$ cat config.mk
export PLATFORM = sky130hd
export DESIGN_NAME = stall_ctrl_flat
export DESIGN_NICKNAME = d
export VERILOG_FILES = /design/src/rtl/stall_ctrl_if.sv /design/src/rtl/stall_ctrl.sv /design/src/flat_wrapper.sv
export SDC_FILE = /design/constraint.sdc
export NUM_CORES = 1
export LEC_CHECK = 0
export CORE_UTILIZATION = 50
export DETAILED_ROUTE_END_ITERATION = 7
export PLACE_DENSITY_LB_ADDON = 0.1
export REMOVE_ABC_BUFFERS = 1
export SLEW_MARGIN = 10
export SYNTH_ARGS = -nofsm -noshare
export SYNTH_HDL_FRONTEND = slang
export SYNTH_SLANG_ARGS = --single-unit
$ cat constraint.sdc
create_clock -name clk -period 4.8 [get_ports clk]
set_input_delay 0.48 -clock clk [delete_from_list [all_inputs] [get_ports clk]]
set_output_delay 0.48 -clock clk [all_outputs]
set_load 0.1 [all_outputs]
$ cat src/rtl/stall_ctrl_if.sv
// Pipeline-to-hazard-unit bundle: D/E/M dependency info in, stall controls and debug counter out.
interface stall_ctrl_if #(
  parameter int unsigned CNT_W = 32
);
  logic [4:0]       D_rs;
  logic [4:0]       D_rt;
  logic [1:0]       D_Tuse_rs;
  logic [1:0]       D_Tuse_rt;
  logic             D_is_md;
  logic [4:0]       E_wa;
  logic [1:0]       E_Tnew;
  logic [4:0]       M_wa;
  logic [1:0]       M_Tnew;
  logic             E_start;
  logic             E_md_div;
  logic             F_enable;
  logic             D_enable;
  logic             E_clear;
  logic             md_busy;
  logic [CNT_W-1:0] stall_cnt;

  // Pipeline side
  modport master (
    output D_rs, D_rt, D_Tuse_rs, D_Tuse_rt, D_is_md,
    output E_wa, E_Tnew, M_wa, M_Tnew, E_start, E_md_div,
    input  F_enable, D_enable, E_clear, md_busy, stall_cnt
  );

  // Hazard controller side
  modport slave (
    input  D_rs, D_rt, D_Tuse_rs, D_Tuse_rt, D_is_md,
    input  E_wa, E_Tnew, M_wa, M_Tnew, E_start, E_md_div,
    output F_enable, D_enable, E_clear, md_busy, stall_cnt
  );
endinterface

$ cat src/rtl/stall_ctrl.sv
// Hazard/stall controller: Tuse/Tnew dependency stalls, MDU busy tracking and a
// saturating stall-cycle counter.
module stall_ctrl #(
  parameter int unsigned MULT_CYC = 5,
  parameter int unsigned DIV_CYC  = 10,
  parameter int unsigned CNT_W    = 32
) (
  input logic         clk,
  input logic         reset,
  stall_ctrl_if.slave bus
);

  localparam int unsigned MaxCyc = (MULT_CYC > DIV_CYC) ? MULT_CYC : DIV_CYC;
  localparam int unsigned MdW    = ($clog2(MaxCyc + 1) > 4) ? $clog2(MaxCyc + 1) : 4;

  logic [MdW-1:0]   r_md_cnt;
  logic [CNT_W-1:0] r_stall_cnt;
  logic             w_md_busy;
  logic             w_stall_rs;
  logic             w_stall_rt;
  logic             w_stall_md;
  logic             w_stall;

  assign w_md_busy = (r_md_cnt != '0);

  // Register 0 is hard-wired, so a match on it is never a real dependency.
  assign w_stall_rs = (bus.D_rs != 5'd0) &&
                      (((bus.D_rs == bus.E_wa) && (bus.E_Tnew > bus.D_Tuse_rs)) ||
                       ((bus.D_rs == bus.M_wa) && (bus.M_Tnew > bus.D_Tuse_rs)));
  assign w_stall_rt = (bus.D_rt != 5'd0) &&
                      (((bus.D_rt == bus.E_wa) && (bus.E_Tnew > bus.D_Tuse_rt)) ||
                       ((bus.D_rt == bus.M_wa) && (bus.M_Tnew > bus.D_Tuse_rt)));

  // E_start counts too, so mult followed directly by mflo stalls in the start cycle.
  assign w_stall_md = bus.D_is_md && (w_md_busy || bus.E_start);
  assign w_stall    = !reset && (w_stall_rs || w_stall_rt || w_stall_md);

  always_ff @(posedge clk) begin
    if (reset) begin
      r_md_cnt <= '0;
    end else if (bus.E_start && !w_md_busy) begin
      r_md_cnt <= bus.E_md_div ? MdW'(DIV_CYC) : MdW'(MULT_CYC);
    end else if (w_md_busy) begin
      r_md_cnt <= r_md_cnt - 1'b1;
    end
  end

  always_ff @(posedge clk) begin
    if (reset) begin
      r_stall_cnt <= '0;
    end else if (w_stall && (r_stall_cnt != '1)) begin
      r_stall_cnt <= r_stall_cnt + 1'b1;
    end
  end

  assign bus.F_enable  = !w_stall;
  assign bus.D_enable  = !w_stall;
  assign bus.E_clear   = w_stall;
  assign bus.md_busy   = w_md_busy;
  assign bus.stall_cnt = r_stall_cnt;

endmodule

$ cat src/flat_wrapper.sv
// flat-port wrapper written by rule: the top's interface ports become plain ports
module stall_ctrl_flat 
#(
  parameter int unsigned MULT_CYC = 5,
  parameter int unsigned DIV_CYC  = 10,
  parameter int unsigned CNT_W    = 32
)
  (clk, reset, bus_D_rs, bus_D_rt, bus_D_Tuse_rs, bus_D_Tuse_rt, bus_D_is_md, bus_E_wa, bus_E_Tnew, bus_M_wa, bus_M_Tnew, bus_E_start, bus_E_md_div, bus_F_enable, bus_D_enable, bus_E_clear, bus_md_busy, bus_stall_cnt);
  stall_ctrl_if #(.CNT_W(CNT_W)) bus_i ();
  input logic clk;
  input logic reset;
  input wire logic [$bits(bus_i.D_rs)-1:0] bus_D_rs;
  input wire logic [$bits(bus_i.D_rt)-1:0] bus_D_rt;
  input wire logic [$bits(bus_i.D_Tuse_rs)-1:0] bus_D_Tuse_rs;
  input wire logic [$bits(bus_i.D_Tuse_rt)-1:0] bus_D_Tuse_rt;
  input wire logic [$bits(bus_i.D_is_md)-1:0] bus_D_is_md;
  input wire logic [$bits(bus_i.E_wa)-1:0] bus_E_wa;
  input wire logic [$bits(bus_i.E_Tnew)-1:0] bus_E_Tnew;
  input wire logic [$bits(bus_i.M_wa)-1:0] bus_M_wa;
  input wire logic [$bits(bus_i.M_Tnew)-1:0] bus_M_Tnew;
  input wire logic [$bits(bus_i.E_start)-1:0] bus_E_start;
  input wire logic [$bits(bus_i.E_md_div)-1:0] bus_E_md_div;
  output wire logic [$bits(bus_i.F_enable)-1:0] bus_F_enable;
  output wire logic [$bits(bus_i.D_enable)-1:0] bus_D_enable;
  output wire logic [$bits(bus_i.E_clear)-1:0] bus_E_clear;
  output wire logic [$bits(bus_i.md_busy)-1:0] bus_md_busy;
  output wire logic [$bits(bus_i.stall_cnt)-1:0] bus_stall_cnt;
  assign bus_i.D_rs = bus_D_rs;
  assign bus_i.D_rt = bus_D_rt;
  assign bus_i.D_Tuse_rs = bus_D_Tuse_rs;
  assign bus_i.D_Tuse_rt = bus_D_Tuse_rt;
  assign bus_i.D_is_md = bus_D_is_md;
  assign bus_i.E_wa = bus_E_wa;
  assign bus_i.E_Tnew = bus_E_Tnew;
  assign bus_i.M_wa = bus_M_wa;
  assign bus_i.M_Tnew = bus_M_Tnew;
  assign bus_i.E_start = bus_E_start;
  assign bus_i.E_md_div = bus_E_md_div;
  assign bus_F_enable = bus_i.F_enable;
  assign bus_D_enable = bus_i.D_enable;
  assign bus_E_clear = bus_i.E_clear;
  assign bus_md_busy = bus_i.md_busy;
  assign bus_stall_cnt = bus_i.stall_cnt;
  stall_ctrl #(.MULT_CYC(MULT_CYC), .DIV_CYC(DIV_CYC), .CNT_W(CNT_W)) u_core (.clk(clk), .reset(reset), .bus(bus_i));
endmodule
## After elaboration in Yosys (flattened, before gate mapping)

Cells that the tools add are included.

| storage, ports and cells | value |
|---|---|
| register bits | 36 |
| bits of input ports | 33 |
| output and inout bits | 36 |
| logic and storage cells | 38 |

| operators by class | value |
|---|---|
| add/subtract/negate cells | 2 |
| magnitude comparators | 4 |
| equal/unequal tests | 5 |
| multiplexer cells | 3 |
| reductions and logical operators | 22 |

Operators by type and width:

| cell | count |
|---|---|
| $add A32 B1 Y32 const B | 1 |
| $ne A32 B32 Y1 const B | 1 |
| $eq A5 B5 Y1 | 4 |
| $mux W4 | 3 |
| $logic_and A1 B1 Y1 | 10 |
| $reduce_bool A5 Y1 | 2 |
| $gt A2 B2 Y1 | 4 |
| $logic_or A1 B1 Y1 | 5 |
| $reduce_bool A4 Y1 | 1 |
| $sub A4 B1 Y4 const B | 1 |
| $logic_not A1 Y1 | 3 |
| $reduce_bool A2 Y1 | 1 |

## Depth between registers and ports, before layout

| logic depth | value |
|---|---|
| depth after elaboration | 8 |
| mapped depth | 12 |
| depth with buffers taken out | 9 |

## Worst setup path before layout

No wires, ideal clock.

| timing | value |
|---|---|
| path kind | register -> output |
| start | reg u_core.r_md_cnt[0] |
| end | out bus_E_clear |
| data arrival time | 3.345 ns |
| data required time | 4.320 ns |
| path slack | 0.975 ns |
| cell stages (with the launch flop) | 11 |
| buffers on the path | 3 |
| cells stage by stage | dfxtp_1 -> inv_1 -> ha_1 -> nand2_1 -> o21ai_0 -> and3_1 -> buf_6 -> buf_4 -> clkbuf_1 -> or2_2 -> inv_1 |

| between the ends | value |
|---|---|
| word-level cells in the longest chain between the ends | 5 |

RTL lines:

| item | line | RTL |
|---|---|---|
| start, declared | stall_ctrl.sv:16 | `logic [MdW-1:0] r_md_cnt;` |
| start signal, assigned | stall_ctrl.sv:42 | `r_md_cnt <= bus.E_md_div ? MdW'(DIV_CYC) : MdW'(MULT_CYC);` |
| start signal, assigned | stall_ctrl.sv:44 | `r_md_cnt <= r_md_cnt - 1'b1;` |
| $reduce_bool A4 Y1 | stall_ctrl.sv:24 | `assign w_md_busy = (r_md_cnt != '0);` |
| named net bus_md_busy | flat_wrapper.sv:26 | `output wire logic [$bits(bus_i.md_busy)-1:0] bus_md_busy;` |
| $logic_or A1 B1 Y1 | stall_ctrl.sv:35 | `assign w_stall_md = bus.D_is_md && (w_md_busy \|\| bus.E_start);` |
| $logic_and A1 B1 Y1 | stall_ctrl.sv:35 |  |
| $logic_or A1 B1 Y1 | stall_ctrl.sv:36 | `assign w_stall = !reset && (w_stall_rs \|\| w_stall_rt \|\| w_stall_md);` |
| $logic_and A1 B1 Y1 | stall_ctrl.sv:36 |  |
| end, declared | flat_wrapper.sv:25 | `output wire logic [$bits(bus_i.E_clear)-1:0] bus_E_clear;` |

The timed path passes the listed nets, and every way through them passes these cells.

## Worst setup path in the final report

| timing | value |
|---|---|
| start | in bus_D_Tuse_rt[1] |
| end | out bus_E_clear |

| between the ends | value |
|---|---|
| word-level cells in the longest chain between the ends | 7 |
| elaborated cells between the ends (all ways) | 9 |
| those cells by class | order compare (2); reduce/logical (7) |

RTL lines:

| item | line | RTL |
|---|---|---|
| start, declared | flat_wrapper.sv:15 | `input wire logic [$bits(bus_i.D_Tuse_rt)-1:0] bus_D_Tuse_rt;` |
| $gt A2 B2 Y1 (on tied branches) | stall_ctrl.sv:31, stall_ctrl.sv:32 |  |
| $logic_and A1 B1 Y1 (on tied branches) | stall_ctrl.sv:31, stall_ctrl.sv:32 |  |
| $logic_or A1 B1 Y1 (*) | stall_ctrl.sv:31 | `(((bus.D_rt == bus.E_wa) && (bus.E_Tnew > bus.D_Tuse_rt)) \|\|` |
| $logic_and A1 B1 Y1 (*) | stall_ctrl.sv:30 | `assign w_stall_rt = (bus.D_rt != 5'd0) &&` |
| $logic_or A1 B1 Y1 (*) (2 in a row) | stall_ctrl.sv:36 |  |
| $logic_and A1 B1 Y1 (*) | stall_ctrl.sv:36 |  |

Mark *: on every way between the ends. The rest lies on a longest branch, timed or not.

==> out/metrics.yaml <==
place_hpwl_um: 4260
dp_cells: 410
ios: 69
seq_power_share: 0.391
hold_buffers: 0
numPortBuffers: 68
min_period_ns: 3.46
cts.sinks: 36
internal_power_w: 0.000525
n_fill_cell: 407
crit_fanout: 14
setup_violations: 0
routedWlPerCell_um: 14.1
p_comb_frac: 0.366
use_met2: 0.407
htreeDepth: 2
layout.nets: 407
drt_iter0_drc: 134
grt_max_degree: 54
cts.clk_slew.worst_paths_ns: 0.07
drt-total-wl_um: 5870
syn_to_final_growth_pct: 31.4
antenna_found_initial: 0
hp-class: "reg -> reg"
final-instance-count-excl-fill: 417
post_cts_resized: 0
gp_congestion: 0.867
grt_util_met1: 0.311
clockRootBuffer: "clkbuf_8"
synth_cell_types: 34
vdd_ir_drop_max_mv: 0.220
final_layout_size_suffix_gt1_frac: 0.0909
grtUsageMet3: 0.0450
cts_tree: "built"
die_h_um: 71.8
worst_clock_skew_ns: 0.00157
max_freq_ghz: 0.289
start_kind: "input pin"
core_sq_um: 4690
p_per_area_nw_per_um2: 266
drc: 0
reg2reg_slack_ns: 2.32
r2r_start: "u_core.r_md_cnt[0]"
dieArea_sq_um: 5150
grt_pass1_wl_um: 9960
timing.critical_path.from: "bus_D_Tuse_rt[1]"
period_share: 0.721
hold_end: "u_core.bus.stall_cnt[31]"
timing.max_slew.rel_slack: 0.337
synth_area_sq_um: 2430
cts_buffer_depth: 2
firstDrtPassIters: 4
dieWidth_um: 71.8
num_rows: 25
clk_latency_ns: 0.29
start_util: 0.519
max-cap-violations: 0
ys_warn_count: 0
vias: 2416
status: "finished, final reports clean"
grt_pass1_vias: 2185
hold_violations: 0
n_antenna_cell: 0
grt_overflow: 0
critPathKind: "in -> out"
cts_buffers: 5
synth-seq-cells: 36
required_ns: 4.32
postSynthCellCount: 303
fin_setup_tns_ns: 0
busiest_layer: "met2"
r2r_cells: 8
holdPathStages: 2
cp-end-kind: "output pin"
ant_nets: 0
grt_usage: 0.243
yosysSeqAreaShare: 0.296
cts_setup_buffers: 0
holdCritStartpoint: "u_core.bus.stall_cnt[31]"
crit_arrival_ns: 2.98
p_leak_nw: 1.12
worst_pin_slew_ns: 0.992
viasPerCell: 5.79
syn_area_per_cell_sq_um: 8.04
rsz0062_at_grt: "no"
slew_viol_final: 0
rr_endpoint: "u_core.bus.stall_cnt[20]"
p_clk_frac: 0.243
swShare: 0.383
p_switching_w: 0.000326
==> power by group through the flow <==
stage	clock network (W)	logic, W	registers, W
2_1_floorplan	0	0.000186	0.000364
3_3_place_gp	0	0.000309	0.000339
3_5_place_dp	0	0.000313	0.000338
4_1_cts	0.000210	0.000313	0.000332
5_1_grt	0.000220	0.000338	0.000335
6_report	0.000207	0.000311	0.000333
==> worst max-delay path, cell delays in order <==
cell and delay (ns):
clkdlybuf4s50_1 0.45, inv_1 0.05, ha_1 0.28, nand2_1 0.07, nand4_1 0.09, nor4_1 0.36
o22ai_1 0.10, and3_1 0.34, or2_2 0.40, inv_1 0.07, buf_4 0.28
==> layout by cell type (no fill, tap or decap), types with 11 or more instances in the layout <==
cell,synthesis,final
xnor2_1,15,15
or4_1,12,12
nand3_1,13,13
inv_1,12,12
clkdlybuf4s50_1,0,64
dfxtp_1,36,36
mux2_2,15,15
nor2b_1,16,16
nor2_1,30,30
a21oi_1,22,22
nand4_1,12,12
ha_1,11,11
nand2_1,18,18
==> synth_stat cells, drive strengths merged <==
| cell type | instances | area share |
|---|---|---|
| a2111oi | 1 | 0.0062 |
| a211oi | 4 | 0.012 |
| a21oi | 22 | 0.045 |
| and3 | 5 | 0.013 |
| and4 | 3 | 0.013 |
| buf | 5 | 0.017 |
| clkbuf | 12 | 0.018 |
| dfxtp | 36 | 0.30 |
| ha | 11 | 0.057 |
| inv | 12 | 0.018 |
| mux2 | 15 | 0.069 |
| nand2 | 18 | 0.028 |
| nand2b | 2 | 0.0051 |
| nand3 | 13 | 0.027 |
| nand3b | 1 | 0.0031 |
| nand4 | 13 | 0.040 |
| nor2 | 30 | 0.046 |
| nor2b | 16 | 0.041 |
| nor3 | 7 | 0.014 |
| nor4 | 8 | 0.021 |
| nor4b | 3 | 0.011 |
| o21ai | 9 | 0.018 |
| o21bai | 1 | 0.0031 |
| o22ai | 2 | 0.0051 |
| o31ai | 9 | 0.028 |
| or2 | 2 | 0.0051 |
| or3 | 9 | 0.023 |
| or4 | 12 | 0.037 |
| xnor2 | 15 | 0.054 |
| xor2 | 7 | 0.025 |
==> how the worst max path moves through the flow <==
stage | slack (ns) | endpoint | cells past startpoint
floorplan | 0.33 | bus_E_clear | 7
global placement | 1.41 | bus_E_clear | 11
detailed placement | 1.35 | bus_E_clear | 11
CTS | 1.33 | bus_E_clear | 11
global route | 1.16 | bus_E_clear | 11
finish | 1.34 | bus_E_clear | 11
==> sequential cells by signal, indices dropped and copies added, names as in the netlist <==
signal / count
u_core.bus.stall_cnt: 32
u_core.r_md_cnt: 4
==> routing by layer <==
layer,wire [um],vias to the layer above
li1,-,1216
met1,2670,1106
met2,2790,90
met3,358,4
met4,53,0
met5,0,-
==> kinds of logic (layout without fill, tap and decap cells) <==
kind of cell	count (synthesis)	count (layout)	share of synthesized area
AOI/OAI and AO/OA	48	48	0.118
xor gates and xnor gates	22	22	0.0791
adders and majority gates	11	11	0.0565
and+or+nand+nor	142	142	0.326
DFF	36	36	0.296
buffers and inverters	29	89	0.0545
muxes	15	15	0.0694
==> stage by stage <==
step                      worst slack [ns]  utilization  instance area (sq um)  hold slack [ns]  power [W]
final                                 1.34        0.682                   3200            0.510   0.000851
after global routing                  1.16        0.682                   3200            0.546   0.000894
after CTS                             1.33        0.682                   3200            0.507   0.000855
after detailed placement              1.35        0.666                   3120            0.495   0.000651
after global placement                1.41        0.666                   3120            0.488   0.000647
after floorplan                      0.325            -                   2350            0.501   0.000550
==> cell type report <==
cell class / count / area, sq um / share of cell area
multi-input cells: 238 / 1580 / 0.494
flip-flops and latches: 36 / 721 / 0.225
repair buffers: 70 / 708 / 0.221
clock buffers: 6 / 72.6 / 0.0227
well taps: 54 / 67.6 / 0.0211
inverters: 12 / 45.0 / 0.0141
clock inverters: 1 / 5.00 / 0.00156
No activity file was read; power rests on OpenSTA's default activity.
